<file path="config.mk">
export PLATFORM = sky130hd
export DESIGN_NAME = lsu_mem_ctrl_flat
export DESIGN_NICKNAME = d
export VERILOG_FILES = /design/src/rtl/lsu_mem_ctrl_if.sv /design/src/rtl/lsu_mem_ctrl.sv /design/src/flat_wrapper.sv
export SDC_FILE = /design/constraint.sdc
export NUM_CORES = 1
export LEC_CHECK = 0
export BUFFER_PORTS_ARGS = -buffer_cell sky130_fd_sc_hd__buf_2
export CAP_MARGIN = 20
export CORE_ASPECT_RATIO = 1.5
export CORE_MARGIN = 2
export CORE_UTILIZATION = 25
export CTS_CLUSTER_DIAMETER = 200
export DETAILED_ROUTE_END_ITERATION = 10
export PLACE_DENSITY = 0.59
export SLEW_MARGIN = 20
export SYNTH_ARGS = -nofsm -noshare
export SYNTH_HDL_FRONTEND = slang
export SYNTH_SLANG_ARGS = --single-unit
</file>
<file path="constraint.sdc">
create_clock -name clk -period 2.2 [get_ports clk]
set_input_delay 0.55 -clock clk [delete_from_list [all_inputs] [get_ports clk]]
set_output_delay 0.55 -clock clk [all_outputs]
set_load 0.005 [all_outputs]
</file>
<file path="src/rtl/lsu_mem_ctrl_if.sv">
// Datapath-side request/response and memory-side req/ack bus of the LSU.
// slave = the LSU controller; master = datapath plus data memory.
interface lsu_mem_ctrl_if;
  logic        lsu_req;
  logic        lsu_we;
  logic [2:0]  lsu_funct3;
  logic [31:0] lsu_addr;
  logic [31:0] lsu_wdata;
  logic [31:0] lsu_rdata;
  logic        lsu_done;
  logic        lsu_fault;
  logic        lsu_stall;
  logic        mem_req;
  logic        mem_we;
  logic [29:0] mem_addr;
  logic [3:0]  mem_be;
  logic [31:0] mem_wdata;
  logic        mem_ack;
  logic [31:0] mem_rdata;

  modport slave (
    input  lsu_req, lsu_we, lsu_funct3, lsu_addr, lsu_wdata, mem_ack, mem_rdata,
    output lsu_rdata, lsu_done, lsu_fault, lsu_stall,
           mem_req, mem_we, mem_addr, mem_be, mem_wdata
  );

  modport master (
    output lsu_req, lsu_we, lsu_funct3, lsu_addr, lsu_wdata, mem_ack, mem_rdata,
    input  lsu_rdata, lsu_done, lsu_fault, lsu_stall,
           mem_req, mem_we, mem_addr, mem_be, mem_wdata
  );
endinterface

</file>
<file path="src/rtl/lsu_mem_ctrl.sv">
// Load/store unit: byte-addressed datapath access -> word req/ack memory beats.
// MISALIGN_SPLIT_EN: when defined, misaligned accesses run as one or two beats instead of faulting.
module lsu_mem_ctrl #(
  parameter int TIMEOUT_CYCLES = 255,
  parameter int CNT_W          = 8
) (
  input  logic          clk,
  input  logic          rst,
  lsu_mem_ctrl_if.slave bus
);

`ifdef MISALIGN_SPLIT_EN
  typedef enum logic [1:0] {S_IDLE, S_BEAT0, S_DONE, S_BEAT1} state_t;
`else
  typedef enum logic [1:0] {S_IDLE, S_BEAT0, S_DONE} state_t;
`endif

  state_t           r_state;
  logic [CNT_W-1:0] r_cnt;
  logic [1:0]       r_off;
  logic [1:0]       r_size;
  logic             r_uns;
`ifdef MISALIGN_SPLIT_EN
  logic             r_split;
  logic [3:0]       r_be1;
  logic [31:0]      r_wdata1;
  logic [31:0]      r_rd0;
`endif

  logic [1:0]  w_off;
  logic [1:0]  w_size;
  logic        w_uns;
  logic        w_legal;
  logic        w_misal;
  logic        w_reject;
  logic        w_tmo;
  logic [3:0]  w_be_base;
  logic [3:0]  w_be0;
  logic [31:0] w_wrep;
`ifdef MISALIGN_SPLIT_EN
  logic [7:0]  w_be8;
  logic [3:0]  w_be1;
  logic [63:0] w_wsh;
  logic        w_cross;
`endif

  // Shift the (possibly two-word) raw read so the addressed byte sits in lane 0, then extend.
  function automatic logic [31:0] f_extract(input logic [63:0] raw, input logic [1:0] off,
                                            input logic [1:0] size, input logic uns);
    logic [31:0] w;
    w = 32'(raw >> {off, 3'b000});
    case (size)
      2'd0:    f_extract = uns ? {24'b0, w[7:0]}  : {{24{w[7]}}, w[7:0]};
      2'd1:    f_extract = uns ? {16'b0, w[15:0]} : {{16{w[15]}}, w[15:0]};
      default: f_extract = w;
    endcase
  endfunction

  always_comb begin
    w_off   = bus.lsu_addr[1:0];
    w_size  = bus.lsu_funct3[1:0];
    w_uns   = bus.lsu_funct3[2];
    w_legal = 1'b0;
    case (bus.lsu_funct3)
      3'b000, 3'b001, 3'b010: w_legal = 1'b1;
      3'b100, 3'b101:         w_legal = ~bus.lsu_we;
      default:                w_legal = 1'b0;
    endcase
    w_misal = ((w_size == 2'd1) && w_off[0]) || ((w_size == 2'd2) && (w_off != 2'd0));
    case (w_size)
      2'd0:    begin w_be_base = 4'b0001; w_wrep = {4{bus.lsu_wdata[7:0]}};  end
      2'd1:    begin w_be_base = 4'b0011; w_wrep = {2{bus.lsu_wdata[15:0]}}; end
      default: begin w_be_base = 4'b1111; w_wrep = bus.lsu_wdata;           end
    endcase
`ifdef MISALIGN_SPLIT_EN
    w_be8    = {4'b0000, w_be_base} << w_off;
    w_be0    = w_be8[3:0];
    w_be1    = w_be8[7:4];
    w_cross  = |w_be8[7:4];
    w_wsh    = {32'b0, bus.lsu_wdata} << {w_off, 3'b000};
    w_reject = ~w_legal;
`else
    w_be0    = w_be_base << w_off;
    w_reject = ~w_legal | w_misal;
`endif
  end

  assign w_tmo         = (TIMEOUT_CYCLES != 0) && (r_cnt == CNT_W'(TIMEOUT_CYCLES - 1));
  assign bus.lsu_stall = bus.lsu_req & ~bus.lsu_done;

  always_ff @(posedge clk) begin
    if (rst) begin
      r_state       <= S_IDLE;
      r_cnt         <= '0;
      r_off         <= '0;
      r_size        <= '0;
      r_uns         <= 1'b0;
`ifdef MISALIGN_SPLIT_EN
      r_split       <= 1'b0;
      r_be1         <= '0;
      r_wdata1      <= '0;
      r_rd0         <= '0;
`endif
      bus.mem_req   <= 1'b0;
      bus.mem_we    <= 1'b0;
      bus.mem_addr  <= '0;
      bus.mem_be    <= '0;
      bus.mem_wdata <= '0;
      bus.lsu_rdata <= '0;
      bus.lsu_done  <= 1'b0;
      bus.lsu_fault <= 1'b0;
    end else begin
      bus.lsu_done <= 1'b0;
      case (r_state)
        S_IDLE: if (bus.lsu_req) begin
          r_off         <= w_off;
          r_size        <= w_size;
          r_uns         <= w_uns;
          r_cnt         <= '0;
          bus.lsu_rdata <= '0;
          bus.lsu_fault <= 1'b0;
          bus.mem_we    <= bus.lsu_we;
          bus.mem_addr  <= bus.lsu_addr[31:2];
`ifdef MISALIGN_SPLIT_EN
          r_split       <= w_cross;
          r_be1         <= w_be1;
          r_wdata1      <= w_wsh[63:32];
          // Replicated data only lines up with the lanes when the access is aligned.
          bus.mem_wdata <= w_misal ? w_wsh[31:0] : w_wrep;
`else
          bus.mem_wdata <= w_wrep;
`endif
          if (w_reject) begin
            bus.lsu_fault <= 1'b1;
            bus.lsu_done  <= 1'b1;
            r_state       <= S_DONE;
          end else begin
            bus.mem_req <= 1'b1;
            bus.mem_be  <= w_be0;
            r_state     <= S_BEAT0;
          end
        end
        S_BEAT0: if (bus.mem_ack) begin
`ifdef MISALIGN_SPLIT_EN
          // Second beat follows back-to-back: req stays up with the next word's address.
          if (r_split) begin
            r_rd0         <= bus.mem_rdata;
            bus.mem_addr  <= bus.mem_addr + 30'd1;
            bus.mem_be    <= r_be1;
            bus.mem_wdata <= r_wdata1;
            r_cnt         <= '0;
            r_state       <= S_BEAT1;
          end else
`endif
          begin
            bus.mem_req   <= 1'b0;
            bus.lsu_rdata <= bus.mem_we ? 32'b0 :
                             f_extract({32'b0, bus.mem_rdata}, r_off, r_size, r_uns);
            bus.lsu_done  <= 1'b1;
            r_state       <= S_DONE;
          end
        end else if (w_tmo) begin
          bus.mem_req   <= 1'b0;
          bus.lsu_fault <= 1'b1;
          bus.lsu_done  <= 1'b1;
          r_state       <= S_DONE;
        end else begin
          r_cnt <= r_cnt + 1'b1;
        end
`ifdef MISALIGN_SPLIT_EN
        S_BEAT1: if (bus.mem_ack) begin
          bus.mem_req   <= 1'b0;
          bus.lsu_rdata <= bus.mem_we ? 32'b0 :
                           f_extract({bus.mem_rdata, r_rd0}, r_off, r_size, r_uns);
          bus.lsu_done  <= 1'b1;
          r_state       <= S_DONE;
        end else if (w_tmo) begin
          bus.mem_req   <= 1'b0;
          bus.lsu_fault <= 1'b1;
          bus.lsu_done  <= 1'b1;
          r_state       <= S_DONE;
        end else begin
          r_cnt <= r_cnt + 1'b1;
        end
`endif
        S_DONE:  r_state <= S_IDLE;
        default: r_state <= S_IDLE;
      endcase
    end
  end

endmodule
</file>
<file path="src/flat_wrapper.sv">
// flat-port wrapper written by rule: the top's interface ports become plain ports
module lsu_mem_ctrl_flat 
#(
  parameter int TIMEOUT_CYCLES = 255,
  parameter int CNT_W          = 8
)
  (clk, rst, bus_lsu_req, bus_lsu_we, bus_lsu_funct3, bus_lsu_addr, bus_lsu_wdata, bus_mem_ack, bus_mem_rdata, bus_lsu_rdata, bus_lsu_done, bus_lsu_fault, bus_lsu_stall, bus_mem_req, bus_mem_we, bus_mem_addr, bus_mem_be, bus_mem_wdata);
  lsu_mem_ctrl_if bus_i ();
  input  logic clk;
  input  logic rst;
  input wire logic [$bits(bus_i.lsu_req)-1:0] bus_lsu_req;
  input wire logic [$bits(bus_i.lsu_we)-1:0] bus_lsu_we;
  input wire logic [$bits(bus_i.lsu_funct3)-1:0] bus_lsu_funct3;
  input wire logic [$bits(bus_i.lsu_addr)-1:0] bus_lsu_addr;
  input wire logic [$bits(bus_i.lsu_wdata)-1:0] bus_lsu_wdata;
  input wire logic [$bits(bus_i.mem_ack)-1:0] bus_mem_ack;
  input wire logic [$bits(bus_i.mem_rdata)-1:0] bus_mem_rdata;
  output wire logic [$bits(bus_i.lsu_rdata)-1:0] bus_lsu_rdata;
  output wire logic [$bits(bus_i.lsu_done)-1:0] bus_lsu_done;
  output wire logic [$bits(bus_i.lsu_fault)-1:0] bus_lsu_fault;
  output wire logic [$bits(bus_i.lsu_stall)-1:0] bus_lsu_stall;
  output wire logic [$bits(bus_i.mem_req)-1:0] bus_mem_req;
  output wire logic [$bits(bus_i.mem_we)-1:0] bus_mem_we;
  output wire logic [$bits(bus_i.mem_addr)-1:0] bus_mem_addr;
  output wire logic [$bits(bus_i.mem_be)-1:0] bus_mem_be;
  output wire logic [$bits(bus_i.mem_wdata)-1:0] bus_mem_wdata;
  assign bus_i.lsu_req = bus_lsu_req;
  assign bus_i.lsu_we = bus_lsu_we;
  assign bus_i.lsu_funct3 = bus_lsu_funct3;
  assign bus_i.lsu_addr = bus_lsu_addr;
  assign bus_i.lsu_wdata = bus_lsu_wdata;
  assign bus_i.mem_ack = bus_mem_ack;
  assign bus_i.mem_rdata = bus_mem_rdata;
  assign bus_lsu_rdata = bus_i.lsu_rdata;
  assign bus_lsu_done = bus_i.lsu_done;
  assign bus_lsu_fault = bus_i.lsu_fault;
  assign bus_lsu_stall = bus_i.lsu_stall;
  assign bus_mem_req = bus_i.mem_req;
  assign bus_mem_we = bus_i.mem_we;
  assign bus_mem_addr = bus_i.mem_addr;
  assign bus_mem_be = bus_i.mem_be;
  assign bus_mem_wdata = bus_i.mem_wdata;
  lsu_mem_ctrl #(.TIMEOUT_CYCLES(TIMEOUT_CYCLES), .CNT_W(CNT_W)) u_core (.clk(clk), .rst(rst), .bus(bus_i));
endmodule
</file>
Yosys cells after proc, flatten, opt, wreduce, memory -nomap -nowiden
Index checks and enable logic that the tools add are counted.
Word-level totals
  memories kept: 0
  word-level logic and storage cells: 89
  register bits after elaboration: 117
  ROM bits: 0
  bits in latches: 0
  memory bits (writable): 0
  input bits: 104
Operators by class
  shift operators: 2
  $add $sub $neg: 1
  reductions and logical operators: 18
  bitwise operators: 6
  $lt $le $gt $ge: 0
  equal/unequal tests: 16
  muxes and demuxes: 33
  multipliers: 0
  divide/modulo/power cells: 0
Operators by type and width (count)
  32-bit case mux with 2 select lines: 3
  32-bit 2-to-1 mux: 5
  32-bit by 5-bit right shift with 32-bit output: 1
  8-bit 2-to-1 mux: 3
  8-bit case mux with 2 select lines: 1
  4-bit AND reduction: 3
  1-bit 2-to-1 mux: 11
  2-bit != test (second input constant): 5
  8-bit by 1-bit adder with 8-bit output (second input constant): 1
  8-bit == test (second input constant): 1
  2-bit 2-to-1 mux: 4
  1-bit case mux with 2 select lines: 4
  4-bit case mux with 2 select lines: 1
  2-bit by 1-bit == test with 1-bit output (second input constant): 3
  3-bit == test (second input constant): 2
  2-bit logical NOT: 3
  3-bit AND reduction: 2
  1-bit NOT: 4
  2-bit case mux with 2 select lines: 1
  2-bit AND reduction: 2
  2-bit nonzero test: 2
  4-bit by 2-bit << shifter with 4-bit output: 1
  3-bit by 1-bit == test with 1-bit output (second input constant): 1
  3-bit by 2-bit == test with 1-bit output (second input constant): 1
  other kinds (10): 11

Logic depth before layout (Yosys ltp)
Gate-level depths: netlist (run 1).
  depth in word-level cells: 8
  depth in mapped cells: 7
  depth with buffers taken out: 6

Least setup slack after synthesis (run 1)
Ideal clock, no wire load.
  kind: input -> register
  start point: input port bus_lsu_addr[0]
  end point: register u_core.bus.mem_be[2] (netlist bit)
  arrival: 1.649 ns
  path slack: 0.492 ns
  required time: 2.141 ns
  cell stages on the path: 6
  library setup time: 0.059 ns
  path buffers: 2
  cell sequence: buf_2 nor4_1 o21ai_1 buf_2 a2111oi_2 a31o_1
Between the ends
  word-level cells in the longest chain between the ends: 6
  elaborated cells between the ends (all ways): 8
Ends and longest elaborated chain
  start, declared: RTL line flat_wrapper.sv:14  | input wire logic [$bits(bus_i.lsu_addr)-1:0] bus_lsu_addr;
  2-bit nonzero test: RTL line lsu_mem_ctrl.sv:69  | w_misal = ((w_size == 2'd1) && w_off[0]) || ((w_size == 2'd2) && (w_off != 2'd0));
  1-bit logical AND: RTL line lsu_mem_ctrl.sv:69
  1-bit logical OR: RTL line lsu_mem_ctrl.sv:69
  1-bit OR: RTL line lsu_mem_ctrl.sv:84  | w_reject = ~w_legal | w_misal;
  1-bit NOT (no source line)
  3-bit AND reduction (no source line)
  end signal, assigned: RTL line lsu_mem_ctrl.sv:139  | bus.mem_be <= w_be0;
  end, declared: RTL line lsu_mem_ctrl_if.sv:24  | mem_req, mem_we, mem_addr, mem_be, mem_wdata
Parallel ways exist; a longest one is shown, timed or not.
A chain may end at the register's enable or synchronous reset.

Worst setup path in the final report (run 1)
  start point: register u_core.r_off[0]
  end point: register u_core.bus.lsu_rdata[20]
Between the ends
  word-level cells in the longest chain between the ends: 6
  elaborated cells between the ends (all ways): 7
Ends and longest elaborated chain
  start, declared: RTL line lsu_mem_ctrl.sv:20  | logic [1:0] r_off;
  start signal, assigned: RTL line lsu_mem_ctrl.sv:116  | r_off <= w_off;
  32-bit by 5-bit right shift with 32-bit output *: RTL line lsu_mem_ctrl.sv:51  | w = 32'(raw >> {off, 3'b000});
  32-bit 2-to-1 mux, on equally long branches: RTL line lsu_mem_ctrl.sv:54, lsu_mem_ctrl.sv:53
  32-bit case mux with 2 select lines *: RTL line lsu_mem_ctrl.sv:52  | case (size)
  32-bit 2-to-1 mux *: RTL line lsu_mem_ctrl.sv:157  | bus.lsu_rdata <= bus.mem_we ? 32'b0 :
  32-bit 2-to-1 mux *: RTL line lsu_mem_ctrl.sv:143  | S_BEAT0: if (bus.mem_ack) begin
  32-bit case mux with 2 select lines *: RTL line lsu_mem_ctrl.sv:114  | case (r_state)
  end signal, assigned: RTL line lsu_mem_ctrl.sv:157
  end, declared: RTL line lsu_mem_ctrl_if.sv:23  | output lsu_rdata, lsu_done, lsu_fault, lsu_stall,
Mark *: on every way between the ends. The rest lies on a longest branch, timed or not. The select of a mux whose other input is x is not followed.

==> flow_metrics.tcl, run 1 <==
set metrics [dict create \
    status "finished, final reports clean" \
    crit_chain "buf_12, nor2b_1, o21ai_0, a31oi_4, o21bai_1" \
    via_per_inst 4.745 \
    finalClockSkew_ps 6.460 \
    final_cells 1070 \
    cts_setup_buffers 0 \
    synth_top_flop_cell "dfxtp_1" \
    initial_core_util_pct 25.57 \
    max_freq_ghz 0.5610 \
    h-tree-depth 4 \
    grt_use_total_pct 14.99 \
    final_max_slew_viol_count 0 \
    grt_overflow 0 \
    die_x_um 122.2 \
    crit_path_end_kind "flip-flop" \
    p_comb_share_pct 13.1 \
    synth_seq_cells 117 \
    cts-hold-fix-buffers 0 \
    slowest_stage "dfxtp_1" \
    hold_violations 0 \
    crit_type "flip-flop to flip-flop" \
    cellPowerDensity_mw_per_mm2 865.2 \
    ctsResizeCount 0 \
    wire_per_inst_um 15.73 \
    sw_frac_of_total_pct 24.78 \
    drive_gt1_share_pct 34.49 \
    switchingPower_w 0.001545 \
    syn_nets 708 \
    async_reset_ff_share_pct 0 \
    clk_latency_ps 410 \
    vias 5077 \
    critPathTopFamily "compound AO/OA/AOI/OAI gates" \
    dr.max_layer_used "met4" \
    cts-root-buf "clkbuf_16" \
    syn_area_mm2 0.005243 \
    ys_types 54 \
    antenna_found_initial 0 \
    dr.pass1.iters 6 \
    rsz0062_at_grt "false" \
    core_mm2 0.02050 \
    cts_tree "done" \
    totalWireLength_mm 16.83 \
    gp_congestion 0.8160 \
    route.met2.wl_mm 8.681 \
    drc 0 \
    placedCellCount 1038 \
    worst_pin_slew_ps 723.0 \
    synth_edf_count 0 \
    cp-start-kind "flip-flop" \
    seq_area_frac_synth_pct 44.68 \
    multiInputGateArea_mm2 0.002673 \
    clockBufferDepth 2 \
    pin_count 207 \
    yosys-top-cells-area "dfxtp_1 (45%), nand2_1 (9.2%), a21oi_1 (5.5%)" \
    dieArea_mm2 0.02217 \
    path_buf_inv 1 \
    pwr-share-clk_pct 50.1 \
    fin_ws_ps 417.4 \
    critical_path_arrival_ps 2050 \
    dr_wl_met3_um 954 \
    numCtsBuffers 17 \
    setup_viol 0 \
    die_h_um 181.4 \
    avgSynthCellArea_um2 8.709 \
    grt_max_degree 102 \
    io_buffer_count 206 \
    worst_path_largest_cell_delay_ps 520 \
    rows 64 \
    cts.sinks 117 \
    fillerInstances 2208 \
    yosys.area.top_type "dfxtp_1" \
    yosys.area.top_type_share_pct 44.68 \
    ir_drop_v 0.0004558 \
    place_worst_setup_slack_ps 148.5 \
    power_frac_seq_pct 36.9 \
    clkSlewWorstSetupHoldPaths_ps 60 \
    fin_nets 899 \
    min_period_ps 1783 \
    grt_pass1_vias 4759 \
    max_cap_violations 0 \
    critPathRequiredTime_ps 2470 \
    tns_ps 0 \
    period_share_pct 81.03 \
    internal-power_w 0.004690 \
    ant_nets 0 \
    p_leak_nw 3.149 \
    crit_path_max_fanout 32 \
    yosysWarnings 0 \
    syn_inst 602 \
    worstHoldPathType "input pin to flip-flop" \
    wl_met1_mm 6.847 \
    detailed_place_hpwl_mm 12.01 \
    grt_pass1_wl_mm 25.84 \
    diodes 0 \
    regArea_mm2 0.002342 \
    drtIter0Drc 289 \
    syn_to_final_growth_pct 37.45 \
    maxSlewHeadroom_pct 51.48 \
]
## power groups by stage
stage	registers (W)	clock network (W)	logic [W]
2_1_floorplan	0.00235	0	0.000439
3_3_place_gp	0.00234	0	0.000819
3_5_place_dp	0.00235	0	0.000823
4_1_cts	0.00230	0.00321	0.000825
5_1_grt	0.00232	0.00329	0.000904
6_report	0.00230	0.00312	0.000814
## kinds of logic (layout without fill, tap and decap cells)
group | count (synthesis) | in the layout | share of synthesized area, %
xor+xnor | 3 | 3 | 0.5013
compound gates | 183 | 183 | 23.68
mux | 33 | 33 | 8.425
buf+inv | 54 | 258 | 4.463
flops | 117 | 117 | 44.68
simple gates | 210 | 210 | 17.78
fa+ha+maj | 2 | 2 | 0.4773
## area by class of cell
cell class / count / share of cell area [%]
tap: 264 / 4.584
sequential: 117 / 32.51
clock inverter: 11 / 2.726
timing repair buffer: 222 / 16.36
inverter: 4 / 0.2084
clock buffer: 21 / 6.529
multi-input combinational: 431 / 37.09
## worst register-to-register path: stages (launching register included)
cell and delay [ps]:
dfxtp_1 520, buf_12 250, nor2b_1 90, o21ai_0 330, a31oi_4 240, o21bai_1 220
## flip-flops by register name, indices dropped and copies added, names as in the netlist
signal,count
u_core.bus.lsu_done,1
u_core.bus.lsu_fault,1
u_core.bus.lsu_rdata,32
u_core.bus.mem_addr,30
u_core.bus.mem_be,4
u_core.bus.mem_req,1
u_core.bus.mem_wdata,32
u_core.bus.mem_we,1
u_core.r_cnt,8
u_core.r_off,2
u_core.r_size,2
u_core.r_state,2
u_core.r_uns,1
## cell usage after synthesis, types with 9 or more instances
cell      instances
mux2i_1          16
o21ai_0          19
nand2_1         128
a22oi_1          16
nor2_1           34
o21bai_1         16
a21oi_1          58
clkbuf_1         24
a211oi_1         18
buf_2            19
mux2_2            9
dfxtp_1         117
nor2b_1          14
## cells in the final DEF (no fill, tap or decap), types with 4 or more instances in the layout
cell type,synthesis,final
a21oi_1,58,58
mux4_2,8,8
o21a_1,4,4
a22oi_1,16,16
a211oi_1,18,18
o21ai_0,19,19
a311oi_1,8,8
a22o_1,8,8
nand4_1,4,4
nor3_1,5,5
dfxtp_1,117,117
mux2i_1,16,16
nor2_1,34,34
nor2b_1,14,14
buf_4,2,15
clkbuf_16,0,17
bufinv_16,0,5
nand2_1,128,128
a21boi_0,7,7
a32oi_1,8,8
o31ai_1,8,8
mux2_2,9,9
nand3_1,4,4
buf_2,19,205
o21bai_1,16,16
## metrics by stage
step / util, % / power [W] / hold slack (ps) / area (um2)
2_1_floorplan: - / 0.002786 / 444.5 / 5243
4_1_cts: 35.15 / 0.006336 / 352.4 / 7206
3_5_place_dp: 31.90 / 0.003169 / 443.2 / 6539
3_3_place_gp: 31.90 / 0.003163 / 439.3 / 6539
5_1_grt: 35.15 / 0.006512 / 363.2 / 7206
6_report: 35.15 / 0.006235 / 374.7 / 7206
## worst paths after layout
kind / slack [ps] / endpoint / start / cells past startpoint
worst max-delay path: 420 / u_core.bus.lsu_rdata[20]$_SDFFE_PP0P_ / u_core.r_off[0]$_SDFFE_PP0P_ / 5
worst max register to register: 420 / u_core.bus.lsu_rdata[20]$_SDFFE_PP0P_ / u_core.r_off[0]$_SDFFE_PP0P_ / 5
worst min register to register: 450 / u_core.bus.mem_addr[16]$_SDFFE_PP0P_ / u_core.bus.mem_addr[16]$_SDFFE_PP0P_ / 2
worst min-delay path: 370 / u_core.bus.mem_addr[23]$_SDFFE_PP0P_ / bus_lsu_addr[25] / 3
## per-layer routing
metal / up-vias / track usage [%]
met1: 2353 / 17.25
met2: 163 / 26.16
met3: 24 / 3.819
met4: 0 / 5.793
li1: 2537 / -
met5: - / 0
Note: power is estimated with default switching activity, not from simulation.
==> inputs of run 2 (changes only) <==
Clock period 2.2 ns to 1.7 ns, I/O delays scaled along.
==> run 2 against run 1 <==
  * Critical path depth is 1 lower
  * Die area did not move
  * Sequential power rose by 29%
  * Total power rose by 27%
  * First-iteration DRC count up 7.3%
  * Critical endpoint is now u_core.bus.lsu_rdata[11]$_SDFFE_PP0P_
  * Largest power group unchanged
==> flow_metrics.tcl, run 2 (synthesis results as in run 1) <==
set metrics [dict create \
    top_regs "u_core.bus.lsu_rdata x32, u_core.bus.mem_wdata x32, u_core.bus.mem_addr x30" \
    h-tree-depth 4 \
    setup_viol 0 \
    totalWireLength_mm 17.01 \
    vias 5253 \
    critPathRequiredTime_ps 2000 \
    clockBufferDepth 2 \
    drtIter0Drc 310 \
    pin_count 207 \
    final_max_slew_viol_count 0 \
    cellPowerDensity_mw_per_mm2 1050 \
    path_buf_inv 0 \
    worstHoldPathType "input pin to flip-flop" \
    wire_per_inst_um 15.24 \
    cp-start-kind "flip-flop" \
    hp-start "bus_lsu_addr[30]" \
    dr.pass1.iters 4 \
    dieArea_mm2 0.02217 \
    drc 0 \
    diodes 0 \
    layout_common_cells "buf_2 (206), nand2_1 (128), dfxtp_1 (115)" \
    fin_ws_ps 79.02 \
    via_per_inst 4.707 \
    place_worst_setup_slack_ps -145.5 \
    worst_path_largest_cell_delay_ps 510 \
    crit_chain "mux4_2, nand3b_1, o31ai_2, a22o_1" \
    cts_tree "done" \
    worstHoldEndpoint "u_core.bus.mem_addr[28]$_SDFFE_PP0P_" \
    reg2reg_to "u_core.bus.lsu_rdata[11]$_SDFFE_PP0P_" \
    maxSlewHeadroom_pct 69.34 \
    min_period_ps 1621 \
    io_buffer_count 206 \
    holdPathStages 3 \
    critical_path_arrival_ps 1930 \
    numCtsBuffers 17 \
    reg2reg_depth 4 \
    core_mm2 0.02050 \
    die_h_um 181.4 \
    fin_nets 945 \
    initial_core_util_pct 25.57 \
    slowest_stage "mux4_2" \
    ant_nets 0 \
    grt_pass1_vias 4953 \
    p_leak_nw 3.363 \
    grt_use_total_pct 15.26 \
    drive_gt1_share_pct 38.50 \
    tns_ps 0 \
    placed_cell_area_mm2 0.006899 \
    max_cap_violations 0 \
    ir_drop_v 0.0007055 \
    detailed_place_hpwl_mm 12.53 \
    finalClockSkew_ps 8.096 \
    grt_max_degree 45 \
    critPathTopFamily "multiplexers" \
    crit_path_max_fanout 8 \
    antenna_found_initial 0 \
    cts-root-buf "clkbuf_16" \
    regArea_mm2 0.002345 \
    fillerInstances 2189 \
    gp_congestion 0.8177 \
    fin_area_mm2 0.007557 \
    grt_pass1_wl_mm 26.33 \
    grt_overflow 0 \
    final_common_cell "buf_2" \
    max_freq_ghz 0.6169 \
    syn_to_final_growth_pct 44.15 \
    period_share_pct 95.35 \
    rows 64 \
    clkSlewWorstSetupHoldPaths_ps 60 \
    status "finished, final reports clean" \
    crit_type "flip-flop to flip-flop" \
    clk_latency_ps 420 \
    placedCellCount 1081 \
    crit_path_end_kind "flip-flop" \
    cts.sinks 117 \
    r2r_slack_ps 80 \
    worst_pin_slew_ps 455.7 \
    hold_violations 0 \
    rsz0062_at_grt "false" \
    cts-hold-fix-buffers 0 \
    reg2reg_from "u_core.r_off[1]$_SDFFE_PP0P_" \
    multiInputGateArea_mm2 0.002686 \
    whs_ps 242.9 \
    die_x_um 122.2 \
    final_cells 1116 \
]
==> run 2: cell types whose count changed in the layout (fill, tap and decap cells not counted), sizes merged <==
cell	change
buf	+46
clkbuf	+2
inv	-2
bufinv	-1
clkinvlp	+1
==> run 2: repair_timing <==
action                     CTS  global route
buffers inserted             0             3
setup endpoints to repair    6            26
gates resized for setup      1             6
pin swaps                    0             1
==> run 2: cell type report <==
cell class	instances	area share, %
clock buffers	23	6.192
clock inverters	9	1.987
inverters	4	0.2483
multi-input cells	431	35.55
flip-flops and latches	117	31.03
well taps	264	4.371
repair buffers	268	20.63
==> run 2: report_power, final <==
| part | total (W) | switching (W) | internal, W |
|---|---|---|---|
| Clock | 0.00380 | 0.00127 | 0.00252 |
| Sequential | 0.00297 | 0.0000779 | 0.00289 |
| Combinational | 0.00117 | 0.000625 | 0.000545 |
==> run 2: worst max path at each step <==
stage	from	endpoint	slack (ps)	cells past startpoint
6_report	u_core.r_off[1]$_SDFFE_PP0P_	u_core.bus.lsu_rdata[11]$_SDFFE_PP0P_	80	4
5_1_grt	u_core.r_state[0]$_SDFFE_PP0P_	u_core.bus.mem_wdata[8]$_SDFFE_PP0P_	6	6
4_1_cts	u_core.r_off[1]$_SDFFE_PP0P_	u_core.bus.lsu_rdata[11]$_SDFFE_PP0P_	30	4
3_5_place_dp	bus_mem_ack	u_core.bus.lsu_rdata[24]$_SDFFE_PP0P_	-150	5
3_3_place_gp	bus_mem_ack	u_core.bus.lsu_rdata[26]$_SDFFE_PP0P_	-110	5
2_1_floorplan	bus_lsu_addr[0]	u_core.bus.mem_be[2]$_SDFFE_PP0P_	120	6
==> run 2: stage by stage <==
step,total power (W),util (%)
CTS,0.008051,36.68
global route,0.008285,36.87
detailed placement,0.004198,33.65
finish,0.007937,36.87
floorplan,0.003606,-
global placement,0.004185,33.65
==> run 2: routing by layer <==
layer  vias to the layer above  track usage [%]  wire [um]
met3                        22            3.756        871
met2                       153            27.20       8847
li1                       2619                -          -
met1                      2459            17.13       6933
met5                         -                0          0
met4                         0            5.885        358
==> run 2: worst reg2reg max path, stage by stage (launching register included) <==
cell and delay [ps]:
dfxtp_2 360, mux4_2 510, nand3b_1 280, o31ai_2 130, a22o_1 230
